$ cat src/rtl/uart_rx.sv
// 8N1 UART receiver: 2-flop synchronised rxd, oversampled bit timing, 3-sample mid-bit majority vote.
// Latency ~9.6 bit times from start edge to strobe; no backpressure, consumer must take data on data_valid.
module uart_rx #(
    parameter int CLK_FREQ     = 50000000,
    parameter int BAUD         = 115200,
    parameter int OVERSAMPLING = 16
) (
    input  logic       clk,
    input  logic       rst,
    input  logic       enable,
    input  logic       rxd,
    output logic [7:0] data,
    output logic       data_valid,
    output logic       frame_error,
    output logic       busy
);
    localparam int DIV = CLK_FREQ / (BAUD * OVERSAMPLING);
    localparam int CW  = $clog2(DIV + 1);
    localparam int SW  = $clog2(OVERSAMPLING);

    localparam logic [CW-1:0] CNT_LAST = CW'(DIV - 1);
    localparam logic [SW-1:0] S_LAST   = SW'(OVERSAMPLING - 1);
    localparam logic [SW-1:0] S_V0     = SW'(OVERSAMPLING / 2 - 1);
    localparam logic [SW-1:0] S_V1     = SW'(OVERSAMPLING / 2);
    localparam logic [SW-1:0] S_V2     = SW'(OVERSAMPLING / 2 + 1);

    typedef enum logic [1:0] {IDLE, START, DATA, STOP} state_t;

    state_t        state_q, state_d;
    logic          rx_meta_q, rx_s_q;
    logic [CW-1:0] cnt_q, cnt_d;
    logic [SW-1:0] s_q, s_d;
    logic [1:0]    v_q, v_d;
    logic [7:0]    shift_q, shift_d;
    logic [2:0]    idx_q, idx_d;
    logic [7:0]    data_q, data_d;
    logic          dv_q, dv_d;
    logic          fe_q, fe_d;
    logic          busy_q;

    logic tick, wrap, vote_done, vbit;

    assign tick      = (cnt_q == CNT_LAST);
    assign wrap      = tick && (s_q == S_LAST);
    assign vote_done = tick && (s_q == S_V2);
    // Third sample is taken live from rx_s so the decision lands on the same tick.
    assign vbit      = (v_q[0] & v_q[1]) | (v_q[0] & rx_s_q) | (v_q[1] & rx_s_q);

    always_comb begin
        state_d = state_q;
        cnt_d   = cnt_q;
        s_d     = s_q;
        v_d     = v_q;
        shift_d = shift_q;
        idx_d   = idx_q;
        data_d  = data_q;
        dv_d    = 1'b0;
        fe_d    = 1'b0;

        if (!enable) begin
            state_d = IDLE;
            cnt_d   = '0;
            s_d     = '0;
        end else if (state_q == IDLE) begin
            cnt_d = '0;
            s_d   = '0;
            if (!rx_s_q) begin
                state_d = START;
            end
        end else begin
            cnt_d = tick ? '0 : cnt_q + CW'(1);
            if (tick) begin
                s_d = (s_q == S_LAST) ? '0 : s_q + SW'(1);
            end
            if (tick && s_q == S_V0) v_d[0] = rx_s_q;
            if (tick && s_q == S_V1) v_d[1] = rx_s_q;

            case (state_q)
                START: begin
                    if (vote_done && vbit) begin
                        state_d = IDLE;
                        cnt_d   = '0;
                        s_d     = '0;
                    end else if (wrap) begin
                        state_d = DATA;
                        idx_d   = '0;
                    end
                end
                DATA: begin
                    if (vote_done) begin
                        shift_d = {vbit, shift_q[7:1]};
                    end
                    if (wrap) begin
                        if (idx_q == 3'd7) state_d = STOP;
                        else               idx_d   = idx_q + 3'd1;
                    end
                end
                STOP: begin
                    // Leave at mid stop bit so a following start edge is never missed.
                    if (vote_done) begin
                        state_d = IDLE;
                        cnt_d   = '0;
                        s_d     = '0;
                        if (vbit) begin
                            data_d = shift_q;
                            dv_d   = 1'b1;
                        end else begin
                            fe_d   = 1'b1;
                        end
                    end
                end
                default: state_d = IDLE;
            endcase
        end
    end

    always_ff @(posedge clk or posedge rst) begin
        if (rst) begin
            state_q   <= IDLE;
            rx_meta_q <= 1'b1;
            rx_s_q    <= 1'b1;
            cnt_q     <= '0;
            s_q       <= '0;
            v_q       <= '0;
            shift_q   <= '0;
            idx_q     <= '0;
            data_q    <= '0;
            dv_q      <= 1'b0;
            fe_q      <= 1'b0;
            busy_q    <= 1'b0;
        end else begin
            state_q   <= state_d;
            rx_meta_q <= rxd;
            rx_s_q    <= rx_meta_q;
            cnt_q     <= cnt_d;
            s_q       <= s_d;
            v_q       <= v_d;
            shift_q   <= shift_d;
            idx_q     <= idx_d;
            data_q    <= data_d;
            dv_q      <= dv_d;
            fe_q      <= fe_d;
            busy_q    <= (state_d != IDLE);
        end
    end

    assign data        = data_q;
    assign data_valid  = dv_q;
    assign frame_error = fe_q;
    assign busy        = busy_q;
endmodule

$ cat config.mk
export PLATFORM = sky130hd
export DESIGN_NAME = uart_rx
export DESIGN_NICKNAME = d
export VERILOG_FILES = /design/src/rtl/uart_rx.sv
export SDC_FILE = /design/constraint.sdc
export NUM_CORES = 1
export LEC_CHECK = 0
export ABC_CLOCK_PERIOD_IN_PS = 3500
export CORE_UTILIZATION = 60
export CTS_CLUSTER_SIZE = 10
export DETAILED_ROUTE_END_ITERATION = 8
export GPL_TIMING_DRIVEN = 0
export PLACE_DENSITY = 0.82
export SYNTH_ARGS = -nofsm -noshare
export SYNTH_HDL_FRONTEND = slang
export SYNTH_SLANG_ARGS = --single-unit
export TNS_END_PERCENT = 5
$ cat constraint.sdc
create_clock -name clk -period 3.5 [get_ports clk]
set_input_delay 0.7 -clock clk [delete_from_list [all_inputs] [get_ports clk]]
set_output_delay 0.7 -clock clk [all_outputs]
set_load 0.01 [all_outputs]
=== Yosys cells after proc, flatten, opt, wreduce, memory -nomap -nowiden ===
Cells that the tools add are included.

* Add/sub/neg operators: 3
* Equal/unequal tests: 13
* Multiplexer cells: 37
* Bitwise operators: 6
* Reduce and logical (&&, ||, !) cells: 13

{| class="wikitable"
|+ Operator list
! kind !! number
|-
| $mux 5 || 5
|-
| $mux 4 || 6
|-
| $mux 2 || 8
|-
| $eq 4x4->1 const B || 3
|-
| $mux 3 || 4
|-
| $mux 1 || 10
|-
| $pmux 5 s2 || 1
|-
| $ne 2x2->1 const B || 4
|-
| $pmux 4 s2 || 1
|-
| $reduce_and 7->1 || 1
|-
| $pmux 2 s3 || 1
|-
| $pmux 3 s2 || 1
|-
| $reduce_and 3->1 || 2
|-
| $add 5x1->5 const B || 1
|-
| $eq 5x5->1 const B || 1
|-
| $logic_and 1x1->1 || 5
|-
| $reduce_and 5->1 || 1
|-
| $add 4x1->4 const B || 1
|-
| $eq 2x2->1 const B || 2
|-
| $eq 4x3->1 const B || 1
|-
| $reduce_and 4->1 || 1
|-
| $reduce_bool 2->1 || 2
|-
| $add 3x1->3 const B || 1
|-
| $and 1x1->1 || 3
|-
| 5 further kinds || 6
|}

* Bits in registers: 37

=== Depth between registers and ports, before layout ===
Gate-level depths: netlist (run 1).

* Depth in word-level cells: 9
* Gate-level depth with buffers: 8
* Mapped depth without buffers: 7

=== Least setup slack after synthesis (run 1) ===
Ideal clock, no wire load.

* Path kind: flip-flop to flip-flop
* From: reg cnt_q[0]
* To: reg data_q[0] (netlist: data[0])
* Library setup time: 125 ps
* Arrival: 1872 ps
* Path slack: 1503 ps
* Cell stages (with the launch flop): 8
* Buffers on the path: 0
* Clock period less this slack: 1997 ps
* Path through: dfrtp_1 > inv_1 > ha_1 > nand4b_4 > nor2_4 > nand2_4 > nor4_4 > mux2_2

* Cells in the longest elaborated chain, start to end: 3

{| class="wikitable"
|+ Ends and longest elaborated chain
! what !! line !! source
|-
| from (decl) || 31 || <nowiki>logic [CW-1:0] cnt_q, cnt_d;</nowiki>
|-
| from (signal assigned) || 135 || <nowiki>cnt_q <= cnt_d;</nowiki>
|-
| $eq 5x5->1 || 43 || <nowiki>assign tick = (cnt_q == CNT_LAST);</nowiki>
|-
| $logic_and 1x1->1 || 45 || <nowiki>assign vote_done = tick && (s_q == S_V2);</nowiki>
|-
| $reduce_and 5->1 (no line) || - ||
|-
| to (signal assigned) || 140 || <nowiki>data_q <= data_d;</nowiki>
|-
| to (decl) || 36 || <nowiki>logic [7:0] data_q, data_d;</nowiki>
|}

Every way passes these cells.
A chain may end at the register's enable or synchronous reset.

=== Worst setup path in the final report (run 1) ===
* From: reg cnt_q[0]
* To: reg data_q[5] (netlist: data[5])

The elaborated chain is that of the path after synthesis.

==> results of run 1 <==
[logic make-up after synthesis]
| group | count (synthesis) |
|---|---|
| compound gates | 17 |
| xor+xnor | 4 |
| fa+ha+maj | 8 |
| buf+inv | 9 |
| flops | 37 |
| mux | 19 |
| simple gates | 42 |
[synthesized netlist by cell type, types with 3 or more instances]
master / n
sky130_fd_sc_hd__nand3_1: 4
sky130_fd_sc_hd__nor2_1: 9
sky130_fd_sc_hd__nand2_1: 11
sky130_fd_sc_hd__ha_1: 7
sky130_fd_sc_hd__mux2_2: 19
sky130_fd_sc_hd__inv_1: 6
sky130_fd_sc_hd__xor2_1: 3
sky130_fd_sc_hd__o21ai_0: 3
sky130_fd_sc_hd__a21oi_1: 4
sky130_fd_sc_hd__dfrtp_1: 35
[area by class of cell]
cell class / count / area [um^2]
multi-input combinational: 90 / 732.0
inverter: 6 / 22.52
clock inverter: 2 / 13.76
fill: 185 / 623.1
buffer: 3 / 18.77
clock buffer: 6 / 51.30
tap: 30 / 37.54
timing repair buffer: 14 / 140.1
sequential: 37 / 928.4
[critical path: cells and delay by family (launching register included)]
kind | cells | cell delay [ns]
buffers and inverters | 1 | 0.07
muxes | 1 | 0.41
DFF | 1 | 0.42
and+or+nand+nor | 4 | 1.11
adders and majority gates | 1 | 0.22
[stage by stage]
stage                     instance area (um^2)  instances  util [%]  hold slack (ns)
after floorplan                           1702        136         -           0.3452
after global placement                    1879        180     73.20           0.3458
after detailed placement                  1879        180     73.20           0.3476
after CTS                                 1944        188     75.73           0.3636
after global routing                      1944        188     75.73           0.3724
final                                     1944        188     75.73           0.3621
[cell usage in the layout (no fill, tap or decap), types with 2 or more instances in the layout]
cell,synthesis,routed
sky130_fd_sc_hd__o21ai_0,3,3
sky130_fd_sc_hd__buf_4,2,2
sky130_fd_sc_hd__clkbuf_4,0,5
sky130_fd_sc_hd__ha_1,7,7
sky130_fd_sc_hd__dfstp_2,2,2
sky130_fd_sc_hd__clkdlybuf4s50_1,0,14
sky130_fd_sc_hd__inv_1,6,5
sky130_fd_sc_hd__a22o_1,2,2
sky130_fd_sc_hd__nand2b_1,2,2
sky130_fd_sc_hd__nor2_1,9,9
sky130_fd_sc_hd__xor2_1,3,3
sky130_fd_sc_hd__a21oi_1,4,4
sky130_fd_sc_hd__nand2_1,11,11
sky130_fd_sc_hd__nor3_1,2,2
sky130_fd_sc_hd__nand4b_1,2,2
sky130_fd_sc_hd__mux2_2,19,19
sky130_fd_sc_hd__dfrtp_1,35,35
sky130_fd_sc_hd__nand3_1,4,4
[worst paths after layout]
check / slack, ns / cells after the start / startpoint / endpoint
hold / removal: 0.36 / 0 / rx_meta_q / rx_s_q
max in group asynchronous: 2.25 / 2 / rst / cnt_q[1]
min in group asynchronous: 0.77 / 2 / rst / shift_q[7]
hold reg to reg: 0.36 / 0 / rx_meta_q / rx_s_q
setup / recovery: 1.16 / 7 / cnt_q[0] / data[5]
setup reg to reg: 1.16 / 7 / cnt_q[0] / data[5]
[metal layers]
layer  track usage, %  routed length, um  up-vias
li1                 -                  -      523
met1            29.19               1323      565
met2            34.77               1475       27
met3            7.963                145        5
met4            6.429                 35        0
met5                0                  0        -
[state kept, by name, summed over array words and instances (netlist names)]
register	cells
data	8
shift_q	8
cnt_q	5
s_q	4
idx_q	3
state_q	2
v_q	2
busy	1
data_valid	1
frame_error	1
rx_meta_q	1
rx_s_q	1
[power groups by stage]
| stage | registers, uW | clock network [uW] | logic (uW) |
|---|---|---|---|
| finish | 451 | 246 | 96.3 |
| global route | 452 | 267 | 107 |
| CTS | 451 | 251 | 97.3 |
| detailed placement | 460 | 0 | 97.0 |
| global placement | 459 | 0 | 92.9 |
| floorplan | 460 | 0 | 65.4 |
==> metrics.cfg, run 1 <==
[placement]
port_buffers = 14
dp_hpwl_um = 2070
dp_slack_ns = 0.9087
finalWeightedCongestion = 0.8368

[global_routing]
grt_pass1_vias = 1112
number_of_antenna_violations_at_the_first_check_in_global_routing = 0
globalRoute.totalOverflow = 0
first_pass_grt_wire_length_um = 5188
grt_usage_pct = 22.17
grt_start_max_net_pins = 38

[setup_path]
crit_path_max_incr_delay_ns = 0.63
worstSetupPathType = reg -> reg
worst_path_arrival_ns = 2.59
kind_of_end_point_of_the_critical_path = flip-flop
critPathLaunchType = flip-flop
crit_path_cell_trace = inv_1 -> ha_1 -> nand4b_4 -> nor2_4 -> nand2_4 -> nor4_4 -> mux2_2
slowest_cp_cell = sky130_fd_sc_hd__nor4_4
cp_required_ns = 3.74
critical_path.max_fanout = 9

[pwr]
clkPwrFrac_pct = 31.0
net-switching-power_uw = 210.3
powerDensity_nw_per_um2 = 407.9
comb_power_share_pct = 12.1
sw_frac_of_total_pct = 26.51
seqPwrFrac_pct = 56.8
maximum_vdd_ir_drop_mv = 0.3888
power.total_uw = 793.1
p_leak_uw = 0.0009186
internal-power_uw = 582.8

[route]
wl_um = 2979
via_count = 1120
post_drt_via_cell_ratio = 5.957
drt_drc = 0
wire_per_inst_um = 15.85
postRouteAntennaNets = 0
drt-initial-drc-count = 34
detail_route.first_pass.iterations = 4

[clock_network]
cts_resized = 0
htree_num_levels = 2
clock_latency_ns = 0.36
cts.reportedPaths.clkPinSlew_ns = 0.11
cts_tree = done
cts.sinks = 37
number_of_buffers_created_by_cts = 5
hold_buffers = 0
clk_path_buf_depth = 2
cts_post_setup_buffers_inserted = 0
clock_tree.root_cell = sky130_fd_sc_hd__clkbuf_4

[floorplanning]
die_y_um = 55.26
chip_width_um = 55.26
floorplan.die_area_um2 = 3053
top_level_ports = 15
start_util_pct = 66.28
number_of_standard_cell_rows_in_the_floorplan = 18
core_um2 = 2567

[finish]
synthesis_to_finish_area_growth_pct = 14.26
nets = 168
antenna_cells_inserted = 0
final_layout_size_suffix_gt1_share_pct = 24.68

[yosys]
post_synthesis_net_count = 147
synth_top_cell_area_share_pct = 51.47
synth_adder_area_share_pct = 5.735
seq_area_frac_synth_pct = 54.56
post_synth.cell_area_avg_um2 = 12.51
netlist_top_cells_area = sky130_fd_sc_hd__dfrtp_1 51%, sky130_fd_sc_hd__mux2_2 13%, sky130_fd_sc_hd__ha_1 5.1%
synthesized_instance_count = 136
yosysWarnings = 0
synth_edf_count = 0
synth_flop_cell = sky130_fd_sc_hd__dfrtp_1
synth.mux.area_fraction_pct = 12.57
netlist_area_um2 = 1702
synth.largest_area_cell = sky130_fd_sc_hd__dfrtp_1
dominant_combinational_cell_family_by_area_after_synthesis = simple AND/OR/NAND/NOR gates
ffs_w_async_s_r_synth_pct = 100.0
synth_compound_gate_area_share_pct = 7.206
cell_variety_after_synth = 39
synth_simple_gate_area_share_pct = 15.44
yosys.area_share.xor_xnor_pct = 2.059
ys_seq_elements = 37

[timing]
timing_hold_violations_final = 0
max_slew_margin_pct = 51.58
setup_viol = 0
skew_ns = 0.01490
setup_tns_ns = 0
achievable-frequency_ghz = 0.4271
final_max_slew_viol_count = 0
setup_ws_ns = 1.159
final_min_period_over_clock_period_pct = 66.89
finalCriticalPeriod_ns = 2.341
rsz0062_at_grt = no
tightest_slew_ns = 0.7253

[flow_run]
cap_viol_max_count = 0

[min_path]
hp-class = reg -> reg

[status]
outcome = completed

(Power assumes the default switching activity.)
==> run 2, diff against run 1 <==
--- a/config.mk
+++ b/config.mk
@@ -5,12 +5,12 @@
 export SDC_FILE = /design/constraint.sdc
 export NUM_CORES = 1
 export LEC_CHECK = 0
-export ABC_CLOCK_PERIOD_IN_PS = 3500
-export CORE_UTILIZATION = 60
+export ABC_CLOCK_PERIOD_IN_PS = 2200
+export CORE_UTILIZATION = 56
 export CTS_CLUSTER_SIZE = 10
 export DETAILED_ROUTE_END_ITERATION = 8
 export GPL_TIMING_DRIVEN = 0
-export PLACE_DENSITY = 0.82
+export PLACE_DENSITY = 0.78
 export SYNTH_ARGS = -nofsm -noshare
 export SYNTH_HDL_FRONTEND = slang
 export SYNTH_SLANG_ARGS = --single-unit
==> constraint.sdc (replaced) <==
create_clock -name clk -period 2.2 [get_ports clk]
set_input_delay 0.44 -clock clk [delete_from_list [all_inputs] [get_ports clk]]
set_output_delay 0.44 -clock clk [all_outputs]
set_load 0.01 [all_outputs]
==> run 2 against run 1 <==
  * Routed wire length shrank 9.8%
  * First-iteration DRC count shrank 8.8%
  * Global-route usage shrank 2.7 points
  * Non-clock buffer count grew 2
  * Critical endpoint is now shift_q[1]
  * Sequential power grew 59%
  * The flow now finishes with violations (DRC)
  * Critical path type unchanged
  * Clock power grew 54%
==> metrics.cfg, run 2 (synthesis results as in run 1) <==
[setup_path]
cp_top_family = simple AND/OR/NAND/NOR gates
worstSetupPathType = reg -> reg
cp_required_ns = 2.44  ; -1.30 ns
critPathLaunchType = flip-flop
worst_path_arrival_ns = 2.30  ; -0.29 ns
crit_path_cell_trace = inv_1 -> ha_1 -> nand4b_4 -> nor2_4 -> nand4b_1 -> nor2_4 -> mux2_2
critical_path.n_buffers_inverters = 1  ; unchanged
slowest_cp_cell = sky130_fd_sc_hd__dfrtp_1
most_prevalent_standard_cell_on_the_critical_path = sky130_fd_sc_hd__nor2_4
kind_of_end_point_of_the_critical_path = flip-flop
critical_path.max_fanout = 8  ; -1
crit_path_max_incr_delay_ns = 0.42  ; -0.21 ns

[clock_network]
cts_tree = done
number_of_buffers_created_by_cts = 5  ; unchanged
cts.sinks = 37  ; unchanged
hold_buffers = 0  ; unchanged
clock_latency_ns = 0.34  ; -0.02 ns
htree_num_levels = 2  ; unchanged
clk_path_buf_depth = 2  ; unchanged
clock_tree.root_cell = sky130_fd_sc_hd__clkbuf_4
cts.reportedPaths.clkPinSlew_ns = 0.11  ; about the same

[route]
wl_um = 2686  ; -9.8%
post_drt_via_cell_ratio = 5.670  ; -4.8%
via_count = 1083  ; -3.3%
drt_drc = 2  ; +2
wire_per_inst_um = 14.06  ; -11%
detail_route.first_pass.iterations = 6  ; +2
drt-initial-drc-count = 31  ; -8.8%
postRouteAntennaNets = 0  ; unchanged

[floorplanning]
start_util_pct = 60.15  ; -6.1 points
core_um2 = 2829  ; +10%
number_of_standard_cell_rows_in_the_floorplan = 19  ; +1
chip_width_um = 57.13  ; +3.4%
floorplan.die_area_um2 = 3263  ; +6.9%
die_y_um = 57.13  ; +3.4%
top_level_ports = 15  ; unchanged

[timing]
final_min_period_over_clock_period_pct = 93.58  ; +27 points
final_max_slew_viol_count = 0  ; unchanged
skew_ns = 0.004494  ; -0.01040 ns
max_slew_margin_pct = 50.43  ; -1.1 points
setup_viol = 0  ; unchanged
achievable-frequency_ghz = 0.4858  ; +14%
tightest_slew_ns = 0.7425  ; +0.01719 ns
timing_hold_violations_final = 0  ; unchanged
finalCriticalPeriod_ns = 2.059  ; -0.2826 ns
rsz0062_at_grt = no

[min_path]
hp-class = reg -> reg

[finish]
antenna_cells_inserted = 0  ; unchanged
synthesis_to_finish_area_growth_pct = 15.51
final.fill_count = 207  ; +12%
final_core_util_pct = 69.48  ; -6.2 points
nets = 170  ; +1.2%
most-common-layout-cells = 35 x sky130_fd_sc_hd__dfrtp_1, 19 x sky130_fd_sc_hd__mux2_2, 14 x sky130_fd_sc_hd__clkdlybuf4s50_1
final_common_cell = sky130_fd_sc_hd__dfrtp_1
final_layout_size_suffix_gt1_share_pct = 25.62  ; +0.94 points
finish.cell_count_without_fillers = 191  ; +1.6%

[flow_run]
cap_viol_max_count = 0  ; unchanged

[status]
outcome = complete, but fails checks
failed_checks = DRC

[global_routing]
first_pass_grt_wire_length_um = 4754  ; -8.4%
number_of_antenna_violations_at_the_first_check_in_global_routing = 0  ; unchanged
globalRoute.totalOverflow = 0  ; unchanged
grt_pass1_vias = 1058  ; -4.9%
grt_usage_pct = 19.43  ; -2.7 points
grt_start_max_net_pins = 38  ; unchanged

[pwr]
maximum_vdd_ir_drop_mv = 0.4604  ; +18%
powerDensity_nw_per_um2 = 635.9  ; +56%
p_leak_uw = 0.0009296  ; +1.2%
power.total_uw = 1250  ; +58%

[placement]
dp_hpwl_um = 1872  ; -9.6%
port_buffers = 14  ; unchanged
finalWeightedCongestion = 0.7931  ; -5.2%
post-place-cells = 181  ; +0.56%

## run 2: cell types whose count changed in the layout (fill, tap and decap cells not counted)
cell and change:
sky130_fd_sc_hd__nor2_2 -1, sky130_fd_sc_hd__o21ai_0 -1, sky130_fd_sc_hd__buf_4 +2, sky130_fd_sc_hd__o21ai_1 +1
sky130_fd_sc_hd__nor2_4 +1
## run 2: metal layers
metal / share of wire (%) / routed length [um] / GRT usage [%] / vias up
met1: 47 / 1271 / 26.64 / 535
met5: 0 / 0 / 0 / -
met3: 4.4 / 117 / 4.989 / 4
met2: 47 / 1262 / 28.40 / 19
met4: 1.3 / 35 / 10.80 / 0
li1: - / - / - / 525
## run 2: worst paths after layout
path                           start    endpoint  slack (ns)  cells past startpoint
hold / removal             rx_meta_q      rx_s_q        0.37                      0
hold reg to reg            rx_meta_q      rx_s_q        0.37                      0
min in group asynchronous        rst  shift_q[5]        0.55                      2
setup reg to reg            cnt_q[0]  shift_q[1]        0.14                      7
max in group asynchronous        rst    cnt_q[2]        1.18                      2
setup / recovery            cnt_q[0]  shift_q[1]        0.14                      7
## run 2: layout make-up
class	instances	area, um^2	share of cell area [%]
sequential	37	928.4	47.23
multi-input combinational	90	737.0	37.49
timing repair buffer	16	155.1	7.893
clock buffer	6	51.30	2.610
tap	31	38.79	1.973
inverter	6	22.52	1.146
buffer	3	18.77	0.9548
clock inverter	2	13.76	0.7002
## run 2: timing repair
action                                  4_1_cts  5_1_grt
buffers inserted                              2        0
pin swaps                                     1        0
endpoints found under the setup margin        8       14
resized for setup                             0        2
## run 2: report_power, final
group	switching, uW	total (uW)	internal [uW]
sequential	10.6	716	706
clock	224	380	156
combinational	88.0	154	66.0
## run 2: per-stage QoR
step / TNS, ns / cell area [um^2] / hold WS [ns] / worst slack, ns
6_report: 0 / 1966 / 0.3671 / 0.1413
5_1_grt: 0 / 1966 / 0.3701 / 0.006882
4_1_cts: 0 / 1961 / 0.3711 / 0.001502
3_5_place_dp: -0.9763 / 1881 / 0.3475 / -0.1364
3_3_place_gp: -0.6977 / 1881 / 0.3454 / -0.08910
2_1_floorplan: 0 / 1702 / 0.3452 / 0.2031
==> run 3, diff against run 2 <==
--- a/config.mk
+++ b/config.mk
@@ -5,7 +5,6 @@
 export SDC_FILE = /design/constraint.sdc
 export NUM_CORES = 1
 export LEC_CHECK = 0
-export ABC_CLOCK_PERIOD_IN_PS = 2200
 export CORE_UTILIZATION = 56
 export CTS_CLUSTER_SIZE = 10
 export DETAILED_ROUTE_END_ITERATION = 8
==> results of run 3 <==
Same layout as run 2: the final DEF is identical, and so are final timing and power.
==> patch 1, RTL diff (flow settings as in run 2) <==
Change the parameter `BAUD` from 115200 to 460800.
--- a/src/rtl/uart_rx.sv
+++ b/src/rtl/uart_rx.sv
@@ -3,5 +3,5 @@
 module uart_rx #(
     parameter int CLK_FREQ     = 50000000,
-    parameter int BAUD         = 115200,
+    parameter int BAUD         = 460800,
     parameter int OVERSAMPLING = 16
 ) (
Behaviour: same outputs for any inputs over 10 cycles, from zero or initial values and one cycle with rst high; that may be too few to reach the edited logic, so the function may still have changed.
==> patch 1 against run 2 <==
  * Cell area down 0.76%
  * Wire length rose by 11%
  * Global-route usage grew 1.9 points
  * Cell count is 4.2% lower
  * Area after synthesis decreased by 3.5%
  * Setup slack improved by 0.13 ns
  * Sequential cell count shrank 2
Power is not compared: it rests on default switching activity, and its combinational part moved more than twofold at a synthesized area within 25%.
==> patch 1: results (changes against run 2) <==
crit_slowest_cell: "dfrtp_1"  # unchanged
antenna_found_initial: 0  # unchanged
leakage_nw: 0.896
worstMarginPinSlew_ns: 0.679  # was 0.742 ns
io_buffer_count: 14  # unchanged
grt_pass1_wl_mm: 5.11  # was 4.75 mm
place_ws_ns: -0.0190  # was -0.136 ns
synth.area.top_cells: "dfrtp_1 (50%), mux2_2 (7.5%), mux2_4 (7.3%)"  # was dfrtp_1 (51%), mux2_2 (13%), ha_1 (5.1%)
avgRoutedWirePerCell_um: 16.3  # was 14.1 µm
drive_gt1_share_pct: 27.0  # was 25.6%
dr.pass1.iters: 4  # was 6
finalWeightedCongestion: 0.753  # was 0.793
final_nets: 161  # was 170
ir_drop_mv: 0.608
hpwlAfterDp_mm: 2.10  # was 1.87 mm
fin_worst_skew_ns: 0.00765  # was 0.00449 ns
dpl.cell_count: 174  # was 181
clk_latency_ns: 0.33
async_flop_share_pct: 100  # unchanged
grt_pass1_vias: 1104  # was 1058
grt_max_degree: 36  # was 38
htreeDepth: 2  # unchanged
clockRootBuffer: "clkbuf_4"  # unchanged
ys_warn_count: 0  # unchanged
vias_per_cell: 5.69  # was 5.67
cp_max_fo: 3  # was 8
cts_buffers: 5  # unchanged
syn-num-nets: 139  # was 147
num_antenna_cells: 0  # unchanged
placed_cell_area_mm2: 0.00182  # was 0.00188 mm²
ys_types: 40  # was 39
cts_setup_buffers: 0  # was 2
fin_cells: 183  # was 191
synth_common_cells: "dfrtp_1 (33), mux2_2 (11), nor2_1 (9)"  # was dfrtp_1 (35), mux2_2 (19), nand2_1 (11)
arrival_ns: 2.16  # was 2.30 ns
clk_path_buf_depth: 2  # unchanged
cpPeakStageDelay_ns: 0.40  # was 0.42 ns
worstHoldPathType: "reg -> reg"  # unchanged
grt_use_total_pct: 21.3  # was 19.4%
cts-resized-gates: 0  # unchanged
syn_avg_cell_area_um2: 12.7  # was 12.5 µm²
outcome: "finished, final reports clean"  # was finished, violations left
drtIter0Drc: 16  # was 31
p_int_mw: 1.03
ys_seq_area_share_pct: 53.5  # was 54.6%
path_clk_slew_ns: 0.10
crit_family: "compound AO/OA/AOI/OAI gates"  # was simple AND/OR/NAND/NOR gates
-- patch 1: power by group through the flow --
stage	registers, mW	clock network [mW]	logic (mW)
5_1_grt	0.656	0.600	0.0595
3_3_place_gp	0.666	0	0.0438
3_5_place_dp	0.667	0	0.0468
6_report	0.654	0.565	0.0528
2_1_floorplan	0.666	0	0.0287
4_1_cts	0.655	0.570	0.0474
-- patch 1: cell families after synthesis --
kind of cell / Yosys count / share of synthesized area (%)
xor+xnor: 1 / 0.533
flops: 35 / 53.5
mux: 19 / 14.9
simple gates: 35 / 12.6
buf+inv: 11 / 3.73
compound gates: 21 / 9.52
fa+ha+maj: 7 / 5.25
-- patch 1: layer usage --
metal  track usage (%)  routed length, µm  vias up
met1              26.7               1250      513
li1                  -                  -      502
met2              35.0               1590       18
met4              9.76                 63        0
met3              5.12                 84        9
met5                 0                  0        -
-- patch 1: path summary, 6_finish.rpt --
path | startpoint | end | slack (ns) | cells after the start
setup / recovery | idx_q[0] | idx_q[0] | 0.27 | 6
hold / removal | rx_meta_q | rx_s_q | 0.37 | 0
setup reg to reg | idx_q[0] | idx_q[0] | 0.27 | 6
hold reg to reg | rx_meta_q | rx_s_q | 0.37 | 0
max in group asynchronous | rst | rx_meta_q | 1.25 | 3
min in group asynchronous | rst | data[1] | 0.41 | 2
-- patch 1: cell type report --
type / instances / area (µm²)
Inverter: 7 / 26.3
Multi-Input combinational cell: 83 / 703
Tap cell: 31 / 38.8
Sequential cell: 35 / 878
Timing Repair Buffer: 15 / 168
Fill cell: 190 / 807
Clock inverter: 2 / 60.1
Buffer: 4 / 35.0
Clock buffer: 6 / 41.3
==> patch 2, RTL diff (config.mk and constraints of run 2) <==
Made on the original files. `s_q`, `shift_q` and `data_q` no longer have a reset.
--- a/src/rtl/uart_rx.sv
+++ b/src/rtl/uart_rx.sv
@@ -121,9 +121,6 @@
             rx_s_q    <= 1'b1;
             cnt_q     <= '0;
-            s_q       <= '0;
             v_q       <= '0;
-            shift_q   <= '0;
             idx_q     <= '0;
-            data_q    <= '0;
             dv_q      <= 1'b0;
             fe_q      <= 1'b0;
@@ -134,13 +131,16 @@
             rx_s_q    <= rx_meta_q;
             cnt_q     <= cnt_d;
-            s_q       <= s_d;
             v_q       <= v_d;
-            shift_q   <= shift_d;
             idx_q     <= idx_d;
-            data_q    <= data_d;
             dv_q      <= dv_d;
             fe_q      <= fe_d;
             busy_q    <= (state_d != IDLE);
         end
+    end
+
+    always_ff @(posedge clk) begin
+        s_q     <= s_d;
+        shift_q <= shift_d;
+        data_q  <= data_d;
     end
 
Formal check against the unedited RTL: no difference found for any inputs over 10 cycles, from zero or initial values and one cycle with rst high; that may be too few to reach the edited logic, so the function may still have changed.
==> patch 2 against run 2 <==
  * Area after synthesis shrank 8.7%
  * Global-route usage up 1.3 points
  * Sequential cell count is the same
  * Cell count fell by 5.8%
  * Setup slack improved by 0.14 ns
  * Core utilization is 2.6 points higher
  * Cell area shrank 6.7%
  * Synthesized cell count decreased by 6.6%
  * Wire length shrank 6.9%
  * Critical endpoint is now shift_q[7]
  * Largest cell class unchanged
Power is not compared: it rests on default switching activity, and its combinational part moved more than twofold at a synthesized area within 25%.
==> patch 2: results (changes against run 2) <==
outcome: "finished, final reports clean"  # was finished, violations left
grt.met2_usage_pct: 32.3  # was 28.4%
worstHoldPathType: "reg -> reg"  # unchanged
synth.area.top_cells: "edfxtp_1 (31%), dfrtp_1 (24%), ha_1 (5.6%)"  # was dfrtp_1 (51%), mux2_2 (13%), ha_1 (5.1%)
ys_types: 35  # was 39
arrival_ns: 1.93  # was 2.30 ns
dr.pass1.iters: 4  # was 6
io_buffer_count: 14  # unchanged
synth_edf_count: 16  # was 0
grt_pass1_wl_mm: 4.11  # was 4.75 mm
fin_worst_skew_ns: 0.0170  # was 0.00449 ns
min_path_cells: 0  # unchanged
grt_use_total_pct: 20.7  # was 19.4%
cpPeakStageDelay_ns: 0.42  # about the same
finalWeightedCongestion: 0.774  # was 0.793
grt_max_degree: 18  # was 38
hpwlAfterDp_mm: 1.80  # was 1.87 mm
place_ws_ns: -0.306  # was -0.136 ns
grtUsageMet3_pct: 7.78  # was 4.99%
antenna_found_initial: 0  # unchanged
r2r_cells: 6  # was 7
drive_gt1_share_pct: 14.7  # was 25.6%
vias: 986  # was 1083
dpl.cell_count: 171  # was 181
cp_max_fo: 9  # was 8
ys_warn_count: 0  # unchanged
vias_per_cell: 5.48  # was 5.67
htreeDepth: 2  # unchanged
avgRoutedWirePerCell_um: 13.9  # was 14.1 µm
ys_seq_area_share_pct: 63.6  # was 54.6%
grt.met1_usage_pct: 25.0  # was 26.6%
syn-num-nets: 138  # was 147
synth_common_cells: "edfxtp_1 (16), dfrtp_1 (15), nor2_1 (15)"  # was dfrtp_1 (35), mux2_2 (19), nand2_1 (11)
path_clk_slew_ns: 0.10
drtIter0Drc: 14  # was 31
syn_avg_cell_area_um2: 12.2  # was 12.5 µm²
ys.flop_type: "edfxtp_1"  # was dfrtp_1
worstMarginPinSlew_ns: 0.671  # was 0.742 ns
clk_path_buf_depth: 2  # unchanged
num_antenna_cells: 0  # unchanged
fillers: 175  # was 207
final_nets: 160  # was 170
grt_pass1_vias: 910  # was 1058
async_flop_share_pct: 45.9  # was 100%
-- patch 2: cell types whose count changed after synthesis, sizes merged, moves of 4 or more --
cell | before | now
dfrtp | 35 | 15
dfxtp | 0 | 4
nor2 | 11 | 15
mux2 | 19 | 3
edfxtp | 0 | 16
nor3 | 2 | 6
-- patch 2: metal layers --
metal | wire length, µm | up-vias
met5 | 0 | -
met4 | 50 | 0
met3 | 124 | 7
met2 | 1200 | 26
met1 | 1130 | 467
li1 | - | 486
-- patch 2: per-stage QoR --
stage,hold slack (ns),instance area [µm²],setup TNS [ns]
floorplan,0.345,1550,0
global placement,0.347,1730,-3.89
detailed placement,0.352,1730,-4.64
CTS,0.367,1800,-0.0748
global route,0.373,1830,0
finish,0.363,1830,0
-- patch 2: repair_timing --
action                     in CTS  in global routing
gates resized for setup         2                  3
setup endpoints to repair      16                 16
hold endpoints to repair        0                  0
pin swaps                       0                  1
buffers inserted                0                  1
-- patch 2: worst max-delay path: cells and delay by family, from the launching register on --
family	cells	cell delay, ns
simple gates	3	0.79
fa+ha+maj	1	0.17
flops	1	0.42
buf+inv	2	0.21
-- patch 2: cell families (layout without fill, tap and decap cells) --
kind of cell / count (synthesis) / count (layout) / share of synthesized area [%]
compound gates: 14 / 14 / 5.56
buf+inv: 11 / 34 / 3.30
flops: 37 / 37 / 63.6
mux: 5 / 5 / 3.70
fa+ha+maj: 8 / 8 / 6.28
xor+xnor: 4 / 4 / 2.25
simple gates: 48 / 48 / 15.3
-- patch 2: worst paths after layout --
kind                       startpoint  slack (ns)     endpoint
setup / recovery             cnt_q[0]        0.28   shift_q[7]
hold / removal              rx_meta_q        0.36       rx_s_q
setup reg to reg             cnt_q[0]        0.28   shift_q[7]
hold reg to reg             rx_meta_q        0.36       rx_s_q
max in group asynchronous         rst        1.29   state_q[1]
min in group asynchronous         rst        0.47  frame_error
-- patch 2: final cells by class --
cell class,instances,area [µm²],share of cell area (%)
flip-flops and latches,37,988,53.9
multi-input cells,79,542,29.5
repair buffers,15,160,8.73
clock buffers,5,37.5,2.05
well taps,30,37.5,2.05
inverters,8,30.0,1.64
plain buffers,3,21.3,1.16
clock inverters,3,17.5,0.955
-- patch 2: power breakdown --
group	switching (mW)	internal (mW)	total [mW]
clock	0.223	0.121	0.343
combinational	0.0287	0.0190	0.0476
sequential	0.00426	0.724	0.728
